**src/rtl/debug_uart_pkg.sv**
```systemverilog
// Shared definitions for both ends of the debug_uart ASCII line protocol:
// response codes, fixed reply strings and hex/ASCII helpers.
package debug_uart_pkg;

    typedef enum logic [1:0] {
        ST_OK       = 2'd0,
        ST_RTIMEOUT = 2'd1,
        ST_INVALID  = 2'd2,
        ST_ERROR    = 2'd3
    } rsp_status_t;

    localparam logic [7:0] ASCII_LF = 8'h0A;
    localparam logic [7:0] ASCII_CR = 8'h0D;
    localparam logic [7:0] ASCII_SP = 8'h20;

    // First character sits in the top byte, matching a left-shifting tail register.
    localparam logic [55:0] MSG_TIMEOUT = "timeout";
    localparam logic [55:0] MSG_INVALID = "invalid";
    localparam logic [55:0] MSG_WR_DONE = "wr done";

    function automatic logic ishexdigit(input logic [7:0] c);
        return ((c >= 8'h30) && (c <= 8'h39)) ||
               ((c >= 8'h41) && (c <= 8'h46)) ||
               ((c >= 8'h61) && (c <= 8'h66));
    endfunction

    // Letters of either case share the same low nibble offset (A=0x41, a=0x61).
    function automatic logic [3:0] ascii2hex(input logic [7:0] c);
        if (c <= 8'h39)
            return c[3:0];
        else
            return c[3:0] + 4'd9;
    endfunction

    function automatic logic [7:0] hex2ascii(input logic [3:0] n);
        if (n < 4'd10)
            return {4'h3, n};
        else
            return 8'h37 + {4'h0, n};
    endfunction

endpackage

```
**src/rtl/uart_byte_rx.sv**
```systemverilog
// UART byte receiver: 8N1, synchronised input, start bit re-checked at half-bit,
// data sampled mid-bit. o_valid pulses once per frame with the stop-bit result.
module uart_byte_rx #(
    parameter int UART_CLK_DIV = 434
) (
    input  logic       clk,
    input  logic       rstn,
    input  logic       i_rx,
    output logic       o_valid,
    output logic [7:0] o_data,
    output logic       o_ferr
);
    localparam int CW = $clog2(UART_CLK_DIV);

    typedef enum logic [1:0] {RX_HUNT, RX_START, RX_DATA, RX_STOP} rx_state_t;

    rx_state_t      state_reg, state_next;
    logic [2:0]     sync_reg;
    logic [CW-1:0]  cnt_reg, cnt_next;
    logic [2:0]     bit_reg, bit_next;
    logic [7:0]     data_reg, data_next;
    logic           valid_reg, valid_next;
    logic           ferr_reg, ferr_next;
    logic           rx;
    logic           half_end;
    logic           full_end;

    assign rx       = sync_reg[1];
    assign half_end = cnt_reg == CW'(UART_CLK_DIV / 2 - 1);
    assign full_end = cnt_reg == CW'(UART_CLK_DIV - 1);

    // sync_reg[2] is the previous synchronised sample, used for falling-edge detect.
    always_ff @(posedge clk or negedge rstn) begin
        if (!rstn) begin
            sync_reg  <= 3'b111;
            state_reg <= RX_HUNT;
            cnt_reg   <= '0;
            bit_reg   <= '0;
            data_reg  <= '0;
            valid_reg <= 1'b0;
            ferr_reg  <= 1'b0;
        end else begin
            sync_reg  <= {sync_reg[1:0], i_rx};
            state_reg <= state_next;
            cnt_reg   <= cnt_next;
            bit_reg   <= bit_next;
            data_reg  <= data_next;
            valid_reg <= valid_next;
            ferr_reg  <= ferr_next;
        end
    end

    always_comb begin
        state_next = state_reg;
        cnt_next   = cnt_reg + CW'(1);
        bit_next   = bit_reg;
        data_next  = data_reg;
        valid_next = 1'b0;
        ferr_next  = ferr_reg;
        case (state_reg)
            RX_HUNT: begin
                cnt_next = '0;
                if (sync_reg[2] && !rx)
                    state_next = RX_START;
            end
            RX_START: begin
                if (half_end) begin
                    cnt_next   = '0;
                    bit_next   = '0;
                    state_next = rx ? RX_HUNT : RX_DATA;
                end
            end
            RX_DATA: begin
                if (full_end) begin
                    cnt_next  = '0;
                    data_next = {rx, data_reg[7:1]};
                    bit_next  = bit_reg + 3'd1;
                    if (bit_reg == 3'd7)
                        state_next = RX_STOP;
                end
            end
            RX_STOP: begin
                if (full_end) begin
                    cnt_next   = '0;
                    valid_next = 1'b1;
                    ferr_next  = !rx;
                    state_next = RX_HUNT;
                end
            end
            default: state_next = RX_HUNT;
        endcase
    end

    assign o_valid = valid_reg;
    assign o_data  = data_reg;
    assign o_ferr  = ferr_reg;

endmodule

```
**src/rtl/debug_uart_host.sv**
```systemverilog
// Initiator of the debug_uart line protocol: formats one bus request as an ASCII
// command, transmits it, then parses the reply line into a single-beat response.
module debug_uart_host
    import debug_uart_pkg::*;
#(
    parameter int UART_CLK_DIV = 434,
    parameter int AWIDTH       = 4,
    parameter int DWIDTH       = 4,
    parameter int RESP_TIMEOUT = 5000000
) (
    input  logic                  clk,
    input  logic                  rstn,
    input  logic                  i_uart_rx,
    output logic                  o_uart_tx,
    input  logic                  req_valid,
    output logic                  req_ready,
    input  logic                  req_write,
    input  logic [AWIDTH*8-1:0]   req_addr,
    input  logic [DWIDTH*8-1:0]   req_wdata,
    output logic                  rsp_valid,
    output logic [1:0]            rsp_status,
    output logic [DWIDTH*8-1:0]   rsp_rdata
);
    localparam int AD    = AWIDTH * 2;
    localparam int DD    = DWIDTH * 2;
    localparam int NB_RD = AD + 1;
    localparam int NB_WR = AD + DD + 2;
    localparam int BW    = $clog2(NB_WR);
    localparam int CW    = $clog2(UART_CLK_DIV);
    localparam int AB    = AWIDTH * 8;
    localparam int DB    = DWIDTH * 8;

    typedef enum logic [1:0] {S_IDLE, S_SEND, S_WAIT, S_RESP} state_t;

    state_t         state_reg, state_next;
    logic           write_reg;
    logic [AB-1:0]  addr_sh_reg;
    logic [DB-1:0]  wdata_sh_reg;
    logic [BW-1:0]  byte_idx_reg;
    logic [3:0]     bit_idx_reg;
    logic [CW-1:0]  baud_reg;
    logic           tx_reg;
    logic [31:0]    timer_reg;
    logic [3:0]     char_cnt_reg;
    logic [55:0]    tail_reg;
    logic [DB-1:0]  acc_reg;
    logic           all_hex_reg;
    logic           line_err_reg;
    rsp_status_t    rsp_status_reg;
    logic [DB-1:0]  rsp_rdata_reg;

    logic           rx_valid;
    logic [7:0]     rx_data;
    logic           rx_ferr;
    logic [7:0]     cur_byte;
    logic           last_byte;
    logic           baud_end;
    logic           tx_done;
    logic           timed_out;
    logic           line_end;
    logic           is_timeout, is_invalid, is_wr_done;
    rsp_status_t    class_status;
    logic [DB-1:0]  class_rdata;

    uart_byte_rx #(
        .UART_CLK_DIV (UART_CLK_DIV)
    ) u_rx (
        .clk     (clk),
        .rstn    (rstn),
        .i_rx    (i_uart_rx),
        .o_valid (rx_valid),
        .o_data  (rx_data),
        .o_ferr  (rx_ferr)
    );

    // Address and data are consumed from shift registers, MSB nibble first.
    always_comb begin
        if (byte_idx_reg < BW'(AD))
            cur_byte = hex2ascii(addr_sh_reg[AB-1 -: 4]);
        else if (write_reg && byte_idx_reg == BW'(AD))
            cur_byte = ASCII_SP;
        else if (write_reg && byte_idx_reg < BW'(AD + DD + 1))
            cur_byte = hex2ascii(wdata_sh_reg[DB-1 -: 4]);
        else
            cur_byte = ASCII_LF;
    end

    assign last_byte = byte_idx_reg == (write_reg ? BW'(NB_WR - 1) : BW'(NB_RD - 1));
    assign baud_end  = baud_reg == CW'(UART_CLK_DIV - 1);
    assign tx_done   = (state_reg == S_SEND) && baud_end && (bit_idx_reg == 4'd9) && last_byte;
    assign timed_out = timer_reg == 32'(RESP_TIMEOUT);
    assign line_end  = (state_reg == S_WAIT) && !timed_out && rx_valid && !rx_ferr &&
                       (rx_data == ASCII_LF);

    assign is_timeout = (char_cnt_reg == 4'd7) && (tail_reg == MSG_TIMEOUT);
    assign is_invalid = (char_cnt_reg == 4'd7) && (tail_reg == MSG_INVALID);
    assign is_wr_done = (char_cnt_reg == 4'd7) && (tail_reg == MSG_WR_DONE);

    always_comb begin
        class_rdata = '0;
        if (line_err_reg)
            class_status = ST_ERROR;
        else if (is_timeout)
            class_status = ST_RTIMEOUT;
        else if (is_invalid)
            class_status = ST_INVALID;
        else if (write_reg && is_wr_done)
            class_status = ST_OK;
        else if (!write_reg && (char_cnt_reg == 4'(DD)) && all_hex_reg) begin
            class_status = ST_OK;
            class_rdata  = acc_reg;
        end else
            class_status = ST_ERROR;
    end

    always_ff @(posedge clk or negedge rstn) begin
        if (!rstn)
            state_reg <= S_IDLE;
        else
            state_reg <= state_next;
    end

    always_comb begin
        state_next = state_reg;
        req_ready  = 1'b0;
        rsp_valid  = 1'b0;
        case (state_reg)
            S_IDLE: begin
                req_ready = 1'b1;
                if (req_valid)
                    state_next = S_SEND;
            end
            S_SEND: if (tx_done) state_next = S_WAIT;
            S_WAIT: if (timed_out || line_end) state_next = S_RESP;
            S_RESP: begin
                rsp_valid  = 1'b1;
                state_next = S_IDLE;
            end
            default: state_next = S_IDLE;
        endcase
    end

    always_ff @(posedge clk or negedge rstn) begin
        if (!rstn) begin
            write_reg      <= 1'b0;
            addr_sh_reg    <= '0;
            wdata_sh_reg   <= '0;
            byte_idx_reg   <= '0;
            bit_idx_reg    <= '0;
            baud_reg       <= '0;
            tx_reg         <= 1'b1;
            timer_reg      <= '0;
            char_cnt_reg   <= '0;
            tail_reg       <= '0;
            acc_reg        <= '0;
            all_hex_reg    <= 1'b1;
            line_err_reg   <= 1'b0;
            rsp_status_reg <= ST_OK;
            rsp_rdata_reg  <= '0;
        end else begin
            case (state_reg)
                S_IDLE: begin
                    if (req_valid) begin
                        write_reg    <= req_write;
                        addr_sh_reg  <= req_addr;
                        wdata_sh_reg <= req_wdata;
                        byte_idx_reg <= '0;
                        bit_idx_reg  <= '0;
                        baud_reg     <= '0;
                        tx_reg       <= 1'b0;
                    end
                end
                S_SEND: begin
                    if (!baud_end)
                        baud_reg <= baud_reg + CW'(1);
                    else begin
                        baud_reg <= '0;
                        if (bit_idx_reg != 4'd9) begin
                            bit_idx_reg <= bit_idx_reg + 4'd1;
                            tx_reg      <= (bit_idx_reg == 4'd8) ? 1'b1 : cur_byte[bit_idx_reg[2:0]];
                        end else if (last_byte) begin
                            tx_reg       <= 1'b1;
                            timer_reg    <= '0;
                            char_cnt_reg <= '0;
                            tail_reg     <= '0;
                            acc_reg      <= '0;
                            all_hex_reg  <= 1'b1;
                            line_err_reg <= 1'b0;
                        end else begin
                            byte_idx_reg <= byte_idx_reg + BW'(1);
                            bit_idx_reg  <= '0;
                            tx_reg       <= 1'b0;
                            if (byte_idx_reg < BW'(AD))
                                addr_sh_reg <= addr_sh_reg << 4;
                            else if (byte_idx_reg > BW'(AD))
                                wdata_sh_reg <= wdata_sh_reg << 4;
                        end
                    end
                end
                S_WAIT: begin
                    timer_reg <= timer_reg + 32'd1;
                    // A byte landing on the timeout cycle is ignored.
                    if (!timed_out && rx_valid) begin
                        if (rx_ferr)
                            line_err_reg <= 1'b1;
                        else if (rx_data != ASCII_LF && rx_data != ASCII_CR) begin
                            if (char_cnt_reg != 4'd15)
                                char_cnt_reg <= char_cnt_reg + 4'd1;
                            tail_reg <= {tail_reg[47:0], rx_data};
                            if (ishexdigit(rx_data))
                                acc_reg <= {acc_reg[DB-5:0], ascii2hex(rx_data)};
                            else
                                all_hex_reg <= 1'b0;
                        end
                    end
                    if (timed_out) begin
                        rsp_status_reg <= ST_ERROR;
                        rsp_rdata_reg  <= '0;
                    end else if (line_end) begin
                        rsp_status_reg <= class_status;
                        rsp_rdata_reg  <= class_rdata;
                    end
                end
                S_RESP: begin
                    rsp_status_reg <= ST_OK;
                    rsp_rdata_reg  <= '0;
                end
                default: ;
            endcase
        end
    end

    assign o_uart_tx  = tx_reg;
    assign rsp_status = rsp_status_reg;
    assign rsp_rdata  = rsp_rdata_reg;

endmodule
```
**config.mk**
```make
export PLATFORM = sky130hd
export DESIGN_NAME = debug_uart_host
export DESIGN_NICKNAME = d
export VERILOG_FILES = /design/src/rtl/debug_uart_pkg.sv /design/src/rtl/uart_byte_rx.sv /design/src/rtl/debug_uart_host.sv
export SDC_FILE = /design/constraint.sdc
export NUM_CORES = 1
export LEC_CHECK = 0
export BUFFER_PORTS_ARGS = -buffer_cell sky130_fd_sc_hd__buf_2
export CAP_MARGIN = 40
export CORE_ASPECT_RATIO = 2
export CORE_UTILIZATION = 40
export CTS_CLUSTER_DIAMETER = 150
export DETAILED_ROUTE_END_ITERATION = 8
export PLACE_DENSITY = 0.58
export RECOVER_POWER = 100
export SYNTH_ARGS = -nofsm -noshare
export SYNTH_HDL_FRONTEND = slang
export SYNTH_HIERARCHICAL = 1
export SYNTH_SLANG_ARGS = --single-unit
```
**constraint.sdc**
```tcl
create_clock -name clk -period 4.38 [get_ports clk]
set_clock_uncertainty 0.1 [all_clocks]
set_input_delay 0.219 -clock clk [delete_from_list [all_inputs] [get_ports clk]]
set_output_delay 0.219 -clock clk [all_outputs]
set_load 0.01 [all_outputs]
```
* Yosys cells after proc, flatten, opt, wreduce, memory -nomap -nowiden *
Cells that the tools add are included.

word-level totals
  flip-flop bits (word level) = 273
  latch bits = 0
  bits in writable memories = 0
  bits in read-only memories = 0
  bits of input ports = 69
  output and inout port bits = 37
  memories kept = 0

operators by class
  add/sub/neg operators = 10
  multipliers = 0
  div/mod/pow operators = 0
  magnitude comparators = 12
  equality and inequality tests = 49
  shift-type cells = 0
  muxes and demuxes = 116
  bitwise gates (word level) = 0
  reductions and logical operators = 54

operator list
  cell                   number
  $mux 32                25
  $mux 56                6
  $pmux 32 s2            5
  $eq 56x55->1 const B   3
  $pmux 56 s2            1
  $mux 4                 12
  $mux 9                 4
  $add 32x1->32 const B  1
  $eq 32x23->1 const B   1
  $mux 2                 16
  $pmux 9 s3             1
  $mux 5                 5
  $mux 8                 3
  $ne 2x1->1 const B     12
  $reduce_and 8->1       3
  $mux 1                 22
  $logic_and 1x1->1      21
  $ne 2x2->1 const B     10
  $add 9x1->9 const B    2
  $eq 9x9->1 const B     2
  $pmux 9 s2             1
  $ge 8x7->1 const B     2
  $le 8x7->1 const B     2
  $ne 8x4->1 const B     2
  other kinds (44)       79

* Longest topological paths before layout *
  depth in word-level cells = 11
  gate-level depth with buffers = 11
  mapped depth without buffers = 8

* By module *
Netlist, hierarchy kept.

by module, submodules not included
  module           times used  cells an instance  area an instance (um2)
  debug_uart_host  1           1,162              11,746.3
  uart_byte_rx     1           110                1,315.0

* Worst setup path after synthesis *
OpenSTA, ideal clock, no wires.

  path kind = register -> register
  start = reg write_reg
  end = reg acc_reg[0]
  setup time = 0.121 ns
  arrival = 2.326 ns
  data required time = 4.159 ns
  slack = 1.833 ns
  stages on the path, launching flop included = 9
  path buffers = 3
  clock period less this slack = 2.547 ns
  cells stage by stage = dfrtp_1 buf_2 or4b_4 a211oi_4 a31o_2 buf_2 o21ai_1 clkbuf_1 a22o_1

on the way
  longest elaborated chain between the ends = 4

ends and longest elaborated chain
  element                            RTL line                RTL
  start, declared                    debug_uart_host.sv:36   logic write_reg;
  start signal, assigned             debug_uart_host.sv:164  write_reg <= req_write;
  $mux 5                             debug_uart_host.sv:88   assign last_byte = byte_idx_reg == (write_reg ? BW'(NB_WR - 1) : BW'(NB_RD - 1));
  $eq 5x5->1                         debug_uart_host.sv:88
  $ne 2x2->1 (no source line)        --
  $reduce_and 8->1 (no source line)  --
  end signal, assigned               debug_uart_host.sv:211  acc_reg <= {acc_reg[DB-5:0], ascii2hex(rx_data)};
  end, declared                      debug_uart_host.sv:46   logic [DB-1:0] acc_reg;

No other way between the ends.
A chain may end at the register's enable or synchronous reset.

* Final worst setup path *
  start = reg write_reg
  end = reg acc_reg[1]

The elaborated chain is that of the path after synthesis.

==> impl_metrics.yaml <==
run_status:
  status: "finished, violations left"
  violations: "max-capacitance violations, max-slew violations"
clock_tree:
  clk_transition_reported_paths_ns: 0.07
  clk_path_buf_depth: 3
  cts.sinks: 273
  clkLatencyLatePin_ns: 0.54
  h-tree-depth: 1
  cts_setup_buffers: 0
  cts_tree: "yes"
  cts_buffers: 25
  holdBufCountCts: 67
  cts-root-buf: "clkbuf_16"
  cts_resized: 0
placed_design:
  hpwl_um: 22800
  gp_congestion: 0.830
  dp.cells: 1743
  io_buffers: 105
run:
  max_cap_viol_count: 1
cells_and_area:
  area_delta_synth_final_pct: 18.1
  final_cells: 1854
  fin_nets: 1502
  nFillCells: 3077
  drive_gt1_share_pct: 10.6
  largest_reg_flops: 56
  diodes: 0
setup_path:
  path_max_fanout: 32
  r2r-start: "write_reg"
  reg2reg_slack_ns: 0.70
  cp-start-kind: "register"
  critPathLaunch: "write_reg"
  critPathCaptureType: "register"
  crit_arrival_ns: 4.00
  path_class: "reg2reg"
  crit_required_ns: 4.70
global_routing:
  grt_max_degree: 114
  antenna_found_initial: 0
  grt_pass1_wl_um: 55000
  grt_pass1_vias: 10541
  grt_usage_pct: 20.7
  grt_overflow: 0
floorplan:
  core-area_mm2: 0.0321
  rows: 93
  boundaryPins: 106
  dieArea_mm2: 0.0334
  die_w_um: 130
  die_y_um: 258
  initial_core_util_pct: 40.7
synth:
  syn_nets: 1364
  synthCells: 1272
  syn_area_mm2: 0.0131
  synth_ff_type: "dfrtp_1"
  ys_ff_latch: 273
  avgSynthCellArea_um2: 10.3
  synth_edf_count: 0
  synth-warning-count: 6
  ys_async_sr_fraction_pct: 100
  ys_seq_area_share_pct: 52.4
  ys_types: 72
timing:
  finalCritPeriodShare_pct: 84.1
  finalHoldViolCount: 0
  slew_headroom_pct: -95.5
  worst_pin_slew_ns: 2.93
  min_period_ns: 3.68
  rsz0062_at_grt: "false"
  fin_setup_tns_ns: 0
  clock.fmax_ghz: 0.271
  setup_viol: 0
  maxSlewViolCount: 113
routing:
  vias_per_cell: 5.59
  drc: 0
  wirelength_um: 33300
  drt-initial-drc-count: 434
  drt-wirelength-per-cell_um: 17.9
  final_antenna_net_count: 0
  firstDrtPassIters: 5
  vias: 10366
power_and_ir_drop:
  finalPower_uw: 5110
  power_leakage_uw: 0.00715
  ir_drop_mv: 0.238
  power-per-cell-area_mw_per_mm2: 331
min_path:
  min_path_type: "in2reg"
  min_from: "req_valid"
[cells in the mapped netlist (all sizes together) (7+ instances only)]
cell,count,share of area (%)
a22o,74,5.0
inv,65,1.9
xor2,8,0.54
mux2i,58,4.4
nor2b,8,0.38
and3,7,0.34
or3,14,0.67
clkbuf,70,2.0
nand3,28,1.1
a21o,24,1.4
nand2,103,3.0
mux2,12,1.3
nand4,66,3.2
nor2,60,1.7
buf,14,0.60
a31oi,8,0.50
dfrtp,268,51
o21ai,143,5.5
xnor2,29,1.9
nor3,15,0.57
nor4,48,2.3
ha,23,2.2
a21oi,24,0.95
nand2b,9,0.43
[cells in the final DEF (no fill, tap or decap), drive strengths merged, types with 29 or more instances in the layout]
master and count:
a22o 74, xnor2 29, buf 80, dfrtp 268, nor4 48, nor2 60
nand4 66, dlygate4sd3 67, inv 65, clkbuf 84, nand2 103, o21ai 143
mux2i 58
[metrics by stage]
step	setup WS (ns)	hold WS, ns	cell area, um2	utilization, %
floorplan	1.83	-0.177	13100	-
global placement	1.07	0.228	14000	43.6
detailed placement	1.12	0.229	14000	43.7
CTS	1.12	0.0189	15600	48.5
global route	0.488	0.0369	15400	48.0
finish	0.697	0.0280	15400	48.0
[kinds of logic (layout without fill, tap and decap cells)]
logic type | after synthesis | count (layout) | synth area share, %
simple gates | 402 | 402 | 16.6
buf+inv | 149 | 304 | 4.48
flops | 273 | 273 | 52.4
xor+xnor | 37 | 37 | 2.48
mux | 70 | 70 | 5.71
compound gates | 318 | 318 | 16.2
fa+ha+maj | 23 | 23 | 2.20
[critical path: stages, from the launching register on]
cell	delay (ns)
dfrtp_1	0.56
or4b_1	0.64
a211oi_4	0.45
a31o_1	0.86
o21ai_2	0.10
clkbuf_2	0.44
mux2_2	0.41
[final timing paths]
kind                                     to  cells past startpoint
setup / recovery                 acc_reg[1]                      6
hold / removal                    write_reg                      3
setup reg to reg                 acc_reg[1]                      6
hold reg to reg            u_rx/sync_reg[1]                      0
max in group asynchronous   addr_sh_reg[24]                      3
min in group asynchronous     rsp_rdata[24]                      2
[per-layer routing]
| metal | GRT usage (%) | routed length (um) | up-vias |
|---|---|---|---|
| li1 | - | - | 4922 |
| met1 | 22.6 | 12600 | 5118 |
| met2 | 38.9 | 18100 | 240 |
| met3 | 2.13 | 1030 | 86 |
| met4 | 9.88 | 1510 | 0 |
| met5 | 0 | 0 | - |
[cell type report]
type                       instances  area [um2]  area share, %
multi-input combinational        850        5640           36.5
sequential                       273        6840           44.3
inverter                          65         244           1.58
tap                              427         534           3.46
timing repair buffer             195        1310           8.51
clock buffer                      36         747           4.84
clock inverter                     8         115          0.746
[where the power goes]
part	leakage, uW	switching (uW)	internal, uW
Sequential	0.00374	40.4	2550
Combinational	0.00298	107	101
Clock	0.000431	957	1360
Total	0.00715	1100	4000
No activity file was read; power rests on OpenSTA's default activity.
